--- src/rtl/serial_adder_fsm.sv ---
// Bit-serial LSB-first adder: {cout,sum} = a + b + cin over WIDTH cycles using one
// full-adder cell, a registered carry and a start/busy/done handshake.
module serial_adder_fsm #(
    parameter int WIDTH = 8
) (
    input  logic             clk,
    input  logic             rst,
    input  logic             start,
    input  logic [WIDTH-1:0] a,
    input  logic [WIDTH-1:0] b,
    input  logic             cin,
    output logic             busy,
    output logic             done,
    output logic [WIDTH-1:0] sum,
    output logic             cout
);

    localparam int CW = (WIDTH > 1) ? $clog2(WIDTH) : 1;

    localparam logic [1:0] IDLE  = 2'd0;
    localparam logic [1:0] SHIFT = 2'd1;
    localparam logic [1:0] DONE  = 2'd2;

    logic [1:0]       state;
    logic [WIDTH-1:0] sha;
    logic [WIDTH-1:0] shb;
    logic [WIDTH-1:0] res;
    logic             carry;
    logic [CW-1:0]    cnt;

    logic             bit_s;
    logic             carry_nxt;
    logic [WIDTH-1:0] res_nxt;
    logic             last_bit;

    always_comb begin
        bit_s     = sha[0] ^ shb[0] ^ carry;
        carry_nxt = (sha[0] & shb[0]) | (carry & (sha[0] ^ shb[0]));
        res_nxt   = {bit_s, res[WIDTH-1:1]};
        last_bit  = (cnt == CW'(WIDTH - 1));
    end

    always_ff @(posedge clk) begin
        if (rst) begin
            state <= IDLE;
            sha   <= '0;
            shb   <= '0;
            res   <= '0;
            carry <= 1'b0;
            cnt   <= '0;
            sum   <= '0;
            cout  <= 1'b0;
        end else begin
            case (state)
                IDLE: begin
                    if (start) begin
                        sha   <= a;
                        shb   <= b;
                        carry <= cin;
                        cnt   <= '0;
                        state <= SHIFT;
                    end
                end
                SHIFT: begin
                    res   <= res_nxt;
                    sha   <= sha >> 1;
                    shb   <= shb >> 1;
                    carry <= carry_nxt;
                    cnt   <= cnt + CW'(1);
                    // The final bit is folded into sum on the same edge that enters DONE.
                    if (last_bit) begin
                        sum   <= res_nxt;
                        cout  <= carry_nxt;
                        state <= DONE;
                    end
                end
                DONE: begin
                    state <= IDLE;
                end
                default: begin
                    state <= IDLE;
                end
            endcase
        end
    end

    always_comb begin
        busy = (state != IDLE);
        done = (state == DONE);
    end

endmodule

--- config.mk ---
export PLATFORM = sky130hd
export DESIGN_NAME = serial_adder_fsm
export DESIGN_NICKNAME = d
export VERILOG_FILES = /design/src/rtl/serial_adder_fsm.sv
export SDC_FILE = /design/constraint.sdc
export NUM_CORES = 1
export LEC_CHECK = 0
export BUFFER_PORTS_ARGS = -buffer_cell sky130_fd_sc_hd__buf_4
export CAP_MARGIN = 5
export CORE_UTILIZATION = 55
export CTS_CLUSTER_SIZE = 40
export DETAILED_ROUTE_END_ITERATION = 8
export PLACE_DENSITY = 0.91
export SLEW_MARGIN = 5
export SYNTH_ARGS = -nofsm -noshare
export SYNTH_HDL_FRONTEND = slang
export SYNTH_SLANG_ARGS = --single-unit
--- constraint.sdc ---
create_clock -name clk -period 2.6 [get_ports clk]
set_input_delay 0.52 -clock clk [delete_from_list [all_inputs] [get_ports clk]]
set_output_delay 0.52 -clock clk [all_outputs]
set_load 0.05 [all_outputs]
==> reports/metrics.cfg, run 1 <==
[timing]
hold_viol=0
drv_slew=0
fmax_mhz=565
fin_crit_ps=1770
finalCritPeriodShare=0.680
clock_skew_ps=11.1
rsz0062_at_grt=false
tightest_slew_ps=859
whs_ps=419
finalSetupViolations=0
setup-tns-final_ps=0
slew_headroom=0.426

[clock_tree]
post-cts-setup-buffers=0
clkTransAtPathRegs_ps=90
hold_buffers=0
cts_max_level=2
clk-insertion-delay-late_ps=340
cts_resized=0
cts_buffers=5
cts_tree=built
clk_root_buffer_cell=clkbuf_4
clock_path_buffers=2
cts_sinks=38

[worst_setup_path]
slowest_delay_ps=520
ff2ff_setup_slack_ps=900
r2r-start=state[0]$_SDFFE_PP0P_
regToRegEndpoint=shb[1]$_SDFFE_PP0P_
worst-path-buf-inv=1
worstSetupEndpointType=primary output
path_cells=nor2b_1, buf_4
cpMaxStageDelayCell=dfxtp_1
worstSetupPathType=register to primary output
cp_data_arrival_time_ps=1250
path_max_fanout=9
crit_required_ps=2080
start_kind=register
rr_worst_depth=3
cpLargestDelayFamily=flip-flops

[synthesis]
netlist_area_mm2=0.00162
syn_avg_cell_area_um2=9.39
synth_adder_area_share=0.0279
synth_top_family_by_area=compound AO/OA/AOI/OAI gates
synth.net_count=195
muxShareOfSynthArea=0.0124
synth_compound_area_frac=0.249
synthSimpleGateAreaFrac=0.138
yosysWarnings=0
syn_inst=172
synthXorXnorAreaFrac=0
ys_seq_area_frac=0.471
yosysUniqueCellTypes=27
ys_ff_latch=38

[route]
wl_per_cell_um=13.3
final_antenna_net_count=0
drc_errors=0
vias=1259
post_drt_via_cell_ratio=5.55
drt-total-wl_mm=3.03
drt-initial-drc-count=25
drt_first_pass_iters=4

[global_route]
grt_usage=0.218
grt_pass1_vias=1270
grt_max_degree=39
grt_pass1_wl_mm=5.20
antenna_found_initial=0
grt-ovfl-total=0

[placement]
place_hpwl_mm=2.08
io_buffer_count=30
gp_congestion=0.757
postPlaceCellArea_mm2=0.00178

[finish]
final_cell_mix=dfxtp_1 (38), buf_4 (30), nand2_1 (23), a21oi_1 (20), inv_1 (17)
fin_nets=219
synthToLayoutAreaGrowth_pct=12.9
diodes=0
final_common_cell=dfxtp_1
stdcell_area_mm2=0.00182
drive_above_1_share=0.281

[floorplan]
core.rowCount=19
die_height_um=56.2
fp.dieW_um=56.2
core_area_mm2=0.00276
initial_core_util=0.586
dieArea_mm2=0.00316
io-pin-count=31

[power]
power.leakage_uw=0.000715
ir_drop_mv=0.422
power_uw=1040
power.switching_uw=265
p_comb_frac=0.126
intPower_uw=772
clock_power_share=0.268
p_seq_frac=0.606
power_density_mw_per_mm2=569
p_sw_frac=0.256

[hold_path]
hold_depth=3
hold_class=input pin to register
hold_path_startpoint=b[7]
timing.hold.worst_endpoint=shb[7]$_SDFFE_PP0P_

[status]
status=finished clean

[run]
drv_cap=0

stage by stage:
stage | setup WS (ps) | utilization | std cells
after floorplan | 915 | - | 172
after global placement | 970 | 0.645 | 220
after detailed placement | 906 | 0.645 | 220
after CTS | 815 | 0.662 | 227
after global routing | 704 | 0.662 | 227
final | 831 | 0.662 | 227
synth_stat cells:
library cell / instances / share of area
nor3_1: 1 / 0.0031
nand2b_1: 1 / 0.0039
nand2_2: 1 / 0.0039
buf_2: 4 / 0.012
o221a_1: 10 / 0.070
inv_1: 17 / 0.040
dfxtp_1: 38 / 0.47
buf_4: 2 / 0.0093
ha_1: 2 / 0.015
buf_6: 3 / 0.021
nand3_1: 9 / 0.028
a21oi_1: 20 / 0.062
o21bai_1: 1 / 0.0046
a22oi_1: 4 / 0.019
nor2_1: 7 / 0.016
nor2b_1: 1 / 0.0039
nand2_1: 23 / 0.053
a21oi_2: 11 / 0.060
clkbuf_1: 3 / 0.0070
o221a_2: 5 / 0.035
nor2b_4: 1 / 0.0085
buf_12: 1 / 0.012
nor3b_1: 1 / 0.0046
mux2i_1: 2 / 0.012
nand3b_1: 1 / 0.0046
nor2_2: 2 / 0.0077
fa_1: 1 / 0.012
flip-flops by register name (all words and copies together) (netlist names):
register  cells
res           7
sha           8
state         2
sum           8
carry         1
cnt           3
shb           8
cout          1
logic make-up after synthesis:
kind of cell / Yosys count
AO/OA/AOI/OAI: 51
AND/OR/NAND/NOR: 48
flip-flops: 38
buffers and inverters: 30
adder cells (fa/ha/maj): 3
multiplexers: 2
worst register-to-register path, stage by stage (launching register included):
cell     delay (ps)
dfxtp_1         510
nor2b_4         790
a21oi_1         160
o221a_2         160
power by group through the flow:
stage,clock network (µW),logic (µW),registers [µW]
5_1_grt,315,145,632
6_report,278,131,628
3_5_place_dp,0,131,642
3_3_place_gp,0,125,640
4_1_cts,291,131,628
2_1_floorplan,0,108,635
layer usage:
metal	wire length (µm)	share of wire	vias up	track usage
li1	-	-	637	-
met1	1330	0.44	590	0.236
met2	1490	0.49	24	0.369
met3	131	0.043	8	0.0791
met4	72	0.024	0	0.118
met5	0	0	-	0
worst max-delay path by stage:
stage	from	endpoint	slack, ps	cells after the start
floorplan	state[1]$_SDFFE_PP0P_	done	920	2
global placement	state[0]$_SDFFE_PP0P_	shb[1]$_SDFFE_PP0P_	970	3
detailed placement	state[0]$_SDFFE_PP0P_	shb[3]$_SDFFE_PP0P_	910	3
CTS	state[1]$_SDFFE_PP0P_	done	810	2
global route	state[0]$_SDFFE_PP0P_	shb[2]$_SDFFE_PP0P_	700	3
finish	state[1]$_SDFFE_PP0P_	done	830	2
cell type report:
type | count | area, µm²
Timing Repair Buffer | 30 | 225
Inverter | 17 | 63.8
Tap cell | 31 | 38.8
Fill cell | 225 | 933
Clock buffer | 7 | 45.0
Multi-Input combinational cell | 104 | 691
Sequential cell | 38 | 761
Power figures use the tool's default switching activity.
==> inputs of run 2 (changes only) <==
- ABC_AREA: not set -> 1
- CORE_UTILIZATION: 55 -> 54
- PLACE_DENSITY: 0.91 -> 0.9
- clock period: 2.6 -> 1.82 ns (I/O delays scaled with it)
==> run 2 against run 1 <==
Against the previous run:
- synthesized cell count grew 44%
- global-route usage shrank 0.75 points
- worst hold slack lost 200 ps
- core utilization is 4.1 points higher
- clock skew decreased by 1.3 ps
- count of clock-buffer cells in the layout decreased by 1
- register-to-register slack worse by 450 ps
==> reports/metrics.cfg, run 2 <==
[finish]
reg_top3=sha x8, shb x8, sum x8
final_cell_mix=nand2_1 (70), inv_1 (42), dfxtp_1 (38), buf_4 (34), nor2_1 (28)
diodes=0  ; unchanged
final_common_cell=nand2_1
stdcell_area_mm2=0.00202  ; +11%
finish.utilization=0.702  ; +0.0405
drive_above_1_share=0.179  ; -0.101
fill_cells=261  ; +16%
fin_nets=303  ; +38%
synthToLayoutAreaGrowth_pct=18.8

[placement]
io_buffer_count=30  ; unchanged
gp_congestion=0.793  ; +4.8%
postPlaceCellArea_mm2=0.00197  ; +10%
place_hpwl_mm=2.15  ; +3.6%

[status]
status=finished clean

[synthesis]
yosysUniqueCellTypes=20  ; -26%
syn_inst=248  ; +44%
synth_edf_count=0  ; unchanged
synth_top_area_frac=0.447  ; -0.0236
yosys.area.top_type=dfxtp_1
synth.net_count=271  ; +39%
netlist_area_mm2=0.00170  ; +5.3%
synthTopCellsByCount=nand2_1 (70), inv_1 (42), dfxtp_1 (38)
yosysWarnings=0  ; unchanged
synth.most_common_cell=nand2_1
syn_avg_cell_area_um2=6.86  ; -27%
ys_seq_area_frac=0.447  ; -0.0236
synth_ff_type=dfxtp_1
postSynth.asyncResetShare=0  ; unchanged
ys_ff_latch=38  ; unchanged
yosys-top-cells-area=dfxtp_1 (45%), nand2_1 (15%), inv_1 (9.3%), a21oi_1 (6.8%), nor2_1 (6.4%)

[global_route]
grt-ovfl-total=0  ; unchanged
grt_usage=0.211  ; -0.00749
grt_pass1_vias=1286  ; +1.3%
grt_max_degree=29  ; -26%
antenna_found_initial=0  ; unchanged
grt_pass1_wl_mm=5.40  ; +3.8%

[worst_setup_path]
crit_required_ps=1460  ; -620 ps
start_kind=register
worstSetupPathType=register to primary output
cpMaxStageDelayCell=dfxtp_1
rr_worst_depth=5  ; +2
path_max_fanout=8  ; -1
cpMostUsedCell=buf_4
path_cells=buf_4, nor2_2, inv_1, buf_4
worst-path-buf-inv=3  ; +2
worstSetupEndpointType=primary output
r2r-start=state[0]$_SDFFE_PP0P_
ff2ff_setup_slack_ps=450  ; -450 ps
cp_data_arrival_time_ps=1300  ; +50 ps
slowest_delay_ps=450  ; -70 ps
cpLargestDelayFamily=flip-flops
regToRegEndpoint=cnt[1]$_SDFFE_PP0P_

[hold_path]
hold_path_startpoint=rst
hold_depth=2  ; -1
timing.hold.worst_endpoint=shb[7]$_SDFFE_PP0P_
hold_class=input pin to register

[clock_tree]
clk_root_buffer_cell=clkbuf_4
post-cts-setup-buffers=0  ; unchanged
cts_tree=built
cts_max_level=2  ; unchanged
hold_buffers=0  ; unchanged
clock_path_buffers=2  ; unchanged
cts_sinks=38  ; unchanged
clkTransAtPathRegs_ps=110  ; +20 ps
cts_resized=0  ; unchanged
cts_buffers=5  ; unchanged
clk-insertion-delay-late_ps=340  ; about the same

[timing]
hold_viol=0  ; unchanged
finalSetupViolations=0  ; unchanged
clock_skew_ps=9.79  ; -1.32 ps
setup-tns-final_ps=0  ; unchanged
rsz0062_at_grt=false
finalCritPeriodShare=0.914
drv_slew=0  ; unchanged
slew_headroom=0.784  ; +0.358
fmax_mhz=601
tightest_slew_ps=324  ; -535 ps
fin_crit_ps=1660

[route]
drt_first_pass_iters=4  ; unchanged
post_drt_via_cell_ratio=4.63  ; -16%
vias=1487  ; +18%
final_antenna_net_count=0  ; unchanged
drt-initial-drc-count=59  ; +140%
wl_per_cell_um=9.51  ; -29%
drt-total-wl_mm=3.05  ; +0.89%
drc_errors=0  ; unchanged

[run]
drv_cap=0  ; unchanged

[floorplan]
io-pin-count=31  ; unchanged
initial_core_util=0.591  ; +0.00537
die_height_um=58.1  ; +3.4%
fp.dieW_um=58.1  ; +3.4%
dieArea_mm2=0.00338  ; +6.9%
core.rowCount=19  ; unchanged
core_area_mm2=0.00288  ; +4.3%

[power]
power.leakage_uw=0.00104  ; +45%
ir_drop_mv=0.510  ; +21%
power_density_mw_per_mm2=784  ; +38%

## run 2: cell count changes in the layout (fill, tap and decap cells not counted), sizes merged, moves of 2 or more
cell / change
o21ai: +16
a22oi: -4
mux2i: -2
o221a: -15
a21oi: -8
nor2: +21
inv: +28
nor2b: -2
buf: +5
nand2: +49
## run 2: cells by family after synthesis
family                   share of synthesized area
AND/OR/NAND/NOR                              0.269
AO/OA/AOI/OAI                                0.121
adder cells (fa/ha/maj)                     0.0265
buffers and inverters                        0.136
flip-flops                                   0.447
## run 2: worst max-delay path by stage
stage / from / endpoint / slack, ps / cells after the start
6_report: state[0]$_SDFFE_PP0P_ / busy / 160 / 4
5_1_grt: state[0]$_SDFFE_PP0P_ / busy / 60 / 4
4_1_cts: state[0]$_SDFFE_PP0P_ / busy / 100 / 4
3_5_place_dp: state[0]$_SDFFE_PP0P_ / cnt[1]$_SDFFE_PP0P_ / 490 / 5
3_3_place_gp: state[0]$_SDFFE_PP0P_ / busy / 530 / 4
2_1_floorplan: state[0]$_SDFFE_PP0P_ / done / 160 / 3
## run 2: cell type report
cell class | instances | area, µm² | area share
Clock buffer | 6 | 51.3 | 0.0254
Inverter | 45 | 169 | 0.0836
Multi-Input combinational cell | 155 | 711 | 0.352
Sequential cell | 38 | 761 | 0.377
Tap cell | 42 | 52.6 | 0.0260
Timing Repair Buffer | 35 | 275 | 0.136
## run 2: per-layer routing
layer	wire (µm)	global-route usage	up-vias
li1	-	-	812
met1	1550	0.286	644
met2	1350	0.312	26
met3	126	0.0692	5
met4	34	0.0782	0
met5	0	0	-
## run 2: report_power, final
| group | total, µW | leakage, µW | switching [µW] | internal [µW] |
|---|---|---|---|---|
| logic | 249 | 0.000694 | 143 | 106 |
| clock network | 429 | 0.0000302 | 254 | 174 |
| registers | 905 | 0.000313 | 23.4 | 881 |
## run 2: metrics by stage
step | hold WS [ps] | total power (µW) | worst slack, ps | cells
after global routing | 217 | 1680 | 57.5 | 321
after CTS | 209 | 1590 | 104 | 321
final | 221 | 1580 | 157 | 321
after detailed placement | 453 | 1170 | 489 | 315
after global placement | 446 | 1170 | 528 | 315
after floorplan | 433 | 1100 | 161 | 248
==> inputs of run 3 (changes only) <==
- CORE_ASPECT_RATIO: not set -> 0.9
==> run 3 against run 2 <==
Against the previous run:
- setup slack better by 96 ps
- final cell count is 0.31% lower
- wire length is 1.9% lower
- register-to-register slack better by 80 ps
- first-iteration DRC count is 31% higher
- cell area is 0.81% higher
- total power is 6.6% higher
- sequential power hardly changed
- critical path depth is 1 lower
- largest cell class unchanged
- largest power group unchanged
==> reports/metrics.cfg, run 3 (synthesized netlist as in run 2, its figures left out) <==
[placement]
gp_congestion=0.797  ; +0.48%
place_hpwl_mm=2.10  ; -2.3%
dp_cells=312  ; -0.95%
io_buffer_count=30  ; unchanged

[worst_setup_path]
path_max_fanout=11  ; +3
worstSetupEndpointType=primary output
r2r-start=cnt[0]$_SDFFE_PP0P_
cpMaxStageDelayCell=dfxtp_2
slowest_delay_ps=500  ; +50 ps
path_cells=nor2_1, inv_1, buf_4
cp_data_arrival_time_ps=1200  ; -100 ps
crit_start=state[0]$_SDFFE_PP0P_
worstSetupPathType=register to primary output
crit_required_ps=1460  ; about the same
start_kind=register

[finish]
instances_no_fill=320  ; -0.31%
reg_top3=sha x8, shb x8, sum x8
diodes=0  ; unchanged
final_common_cell=nand2_1
fin_nets=302  ; -0.33%
synthToLayoutAreaGrowth_pct=19.7
drive_above_1_share=0.182  ; +0.00293
fill_cells=272  ; +4.2%
finish.utilization=0.712  ; +0.00968
final_cell_mix=nand2_1 (70), inv_1 (42), dfxtp_1 (37), buf_4 (33), nor2_1 (29)

[route]
post_drt_via_cell_ratio=4.62  ; -0.23%
drc_errors=0  ; unchanged
drt-initial-drc-count=77  ; +31%
vias=1479  ; -0.54%
wl_per_cell_um=9.36  ; -1.6%
drt_first_pass_iters=4  ; unchanged
drt-total-wl_mm=3.00  ; -1.9%
final_antenna_net_count=0  ; unchanged

[power]
power.leakage_uw=0.00105  ; +0.87%
ir_drop_mv=0.617  ; +21%
power_density_mw_per_mm2=829  ; +5.8%

[floorplan]
initial_core_util=0.594  ; +0.00336
die_height_um=55.2  ; -5.0%
io-pin-count=31  ; unchanged
fp.dieW_um=61.2  ; +5.2%
dieArea_mm2=0.00338  ; about the same
core.rowCount=18  ; -1
core_area_mm2=0.00286  ; -0.57%

[global_route]
grt_pass1_vias=1211  ; -5.8%
grt_pass1_wl_mm=5.00  ; -7.4%
grt-ovfl-total=0  ; unchanged
grt_max_degree=30  ; +3.4%
antenna_found_initial=0  ; unchanged
grt_usage=0.196  ; -0.0143

[hold_path]
hold_class=input pin to register
hold_path_startpoint=rst

[clock_tree]
cts_resized=0  ; unchanged
cts_buffers=5  ; unchanged
clk-insertion-delay-late_ps=350  ; about the same
clk_root_buffer_cell=clkbuf_4
clock_path_buffers=2  ; unchanged
cts_max_level=2  ; unchanged
clkTransAtPathRegs_ps=110  ; about the same
post-cts-setup-buffers=0  ; unchanged
hold_buffers=0  ; unchanged
cts_tree=built
cts_sinks=38  ; unchanged

[timing]
tightest_slew_ps=273  ; -50.5 ps
finalSetupViolations=0  ; unchanged
hold_viol=0  ; unchanged
finalCritPeriodShare=0.861  ; -0.0529
fin_crit_ps=1570  ; -96.3 ps
setup-tns-final_ps=0  ; unchanged
drv_slew=0  ; unchanged
slew_headroom=0.817  ; +0.0332
clock_skew_ps=9.42  ; -0.371 ps
rsz0062_at_grt=false
fmax_mhz=638  ; +6.1%

[run]
drv_cap=0  ; unchanged

[status]
status=finished clean

-- run 3: cell count changes in the layout (fill, tap and decap cells not counted), sizes merged --
cell    delta
clkbuf     +2
buf        -1
-- run 3: metrics by stage --
stage,total power (µW),hold WS [ps],worst slack (ps),instance area (µm²)
global route,1780,208,176,2040
global placement,1160,447,477,1960
detailed placement,1170,457,461,1960
CTS,1700,207,66.2,2030
finish,1690,213,253,2040
floorplan,1100,433,161,1700
-- run 3: final cells by class --
cell class | instances | area, µm² | area share
Sequential cell | 38 | 762 | 0.374
Multi-Input combinational cell | 155 | 708 | 0.348
Timing Repair Buffer | 34 | 268 | 0.132
Inverter | 45 | 169 | 0.0830
Clock buffer | 8 | 78.8 | 0.0387
Tap cell | 40 | 50.0 | 0.0246
-- run 3: worst max-delay path, delay by kind of cell (launching register included) --
kind | cells | cell delay (ps)
and+or+nand+nor | 1 | 110
DFF | 1 | 500
buffers and inverters | 2 | 240
-- run 3: worst paths after layout --
path                                         endpoint  slack, ps  depth (start not counted)
worst max-delay path                             busy        250                          3
worst min-delay path            state[0]$_SDFFE_PP0P_        210                          2
worst max register to register    sum[1]$_SDFFE_PP0P_        530                          8
worst min register to register    shb[7]$_SDFFE_PP0P_        470                          2
-- run 3: power breakdown --
group          switching (µW)  total (µW)  leakage (µW)  internal, µW
logic                     139         244      0.000689           105
registers                26.3         908      0.000313           882
clock network             272         536     0.0000446           264
total                     437        1690       0.00105          1250
-- run 3: per-layer routing --
| metal | share of wire | up-vias | GRT usage |
|---|---|---|---|
| met1 | 0.50 | 634 | 0.275 |
| met3 | 0.042 | 7 | 0.0562 |
| met2 | 0.44 | 33 | 0.267 |
| met4 | 0.019 | 0 | 0.107 |
| met5 | 0 | - | 0 |
| li1 | - | 805 | - |
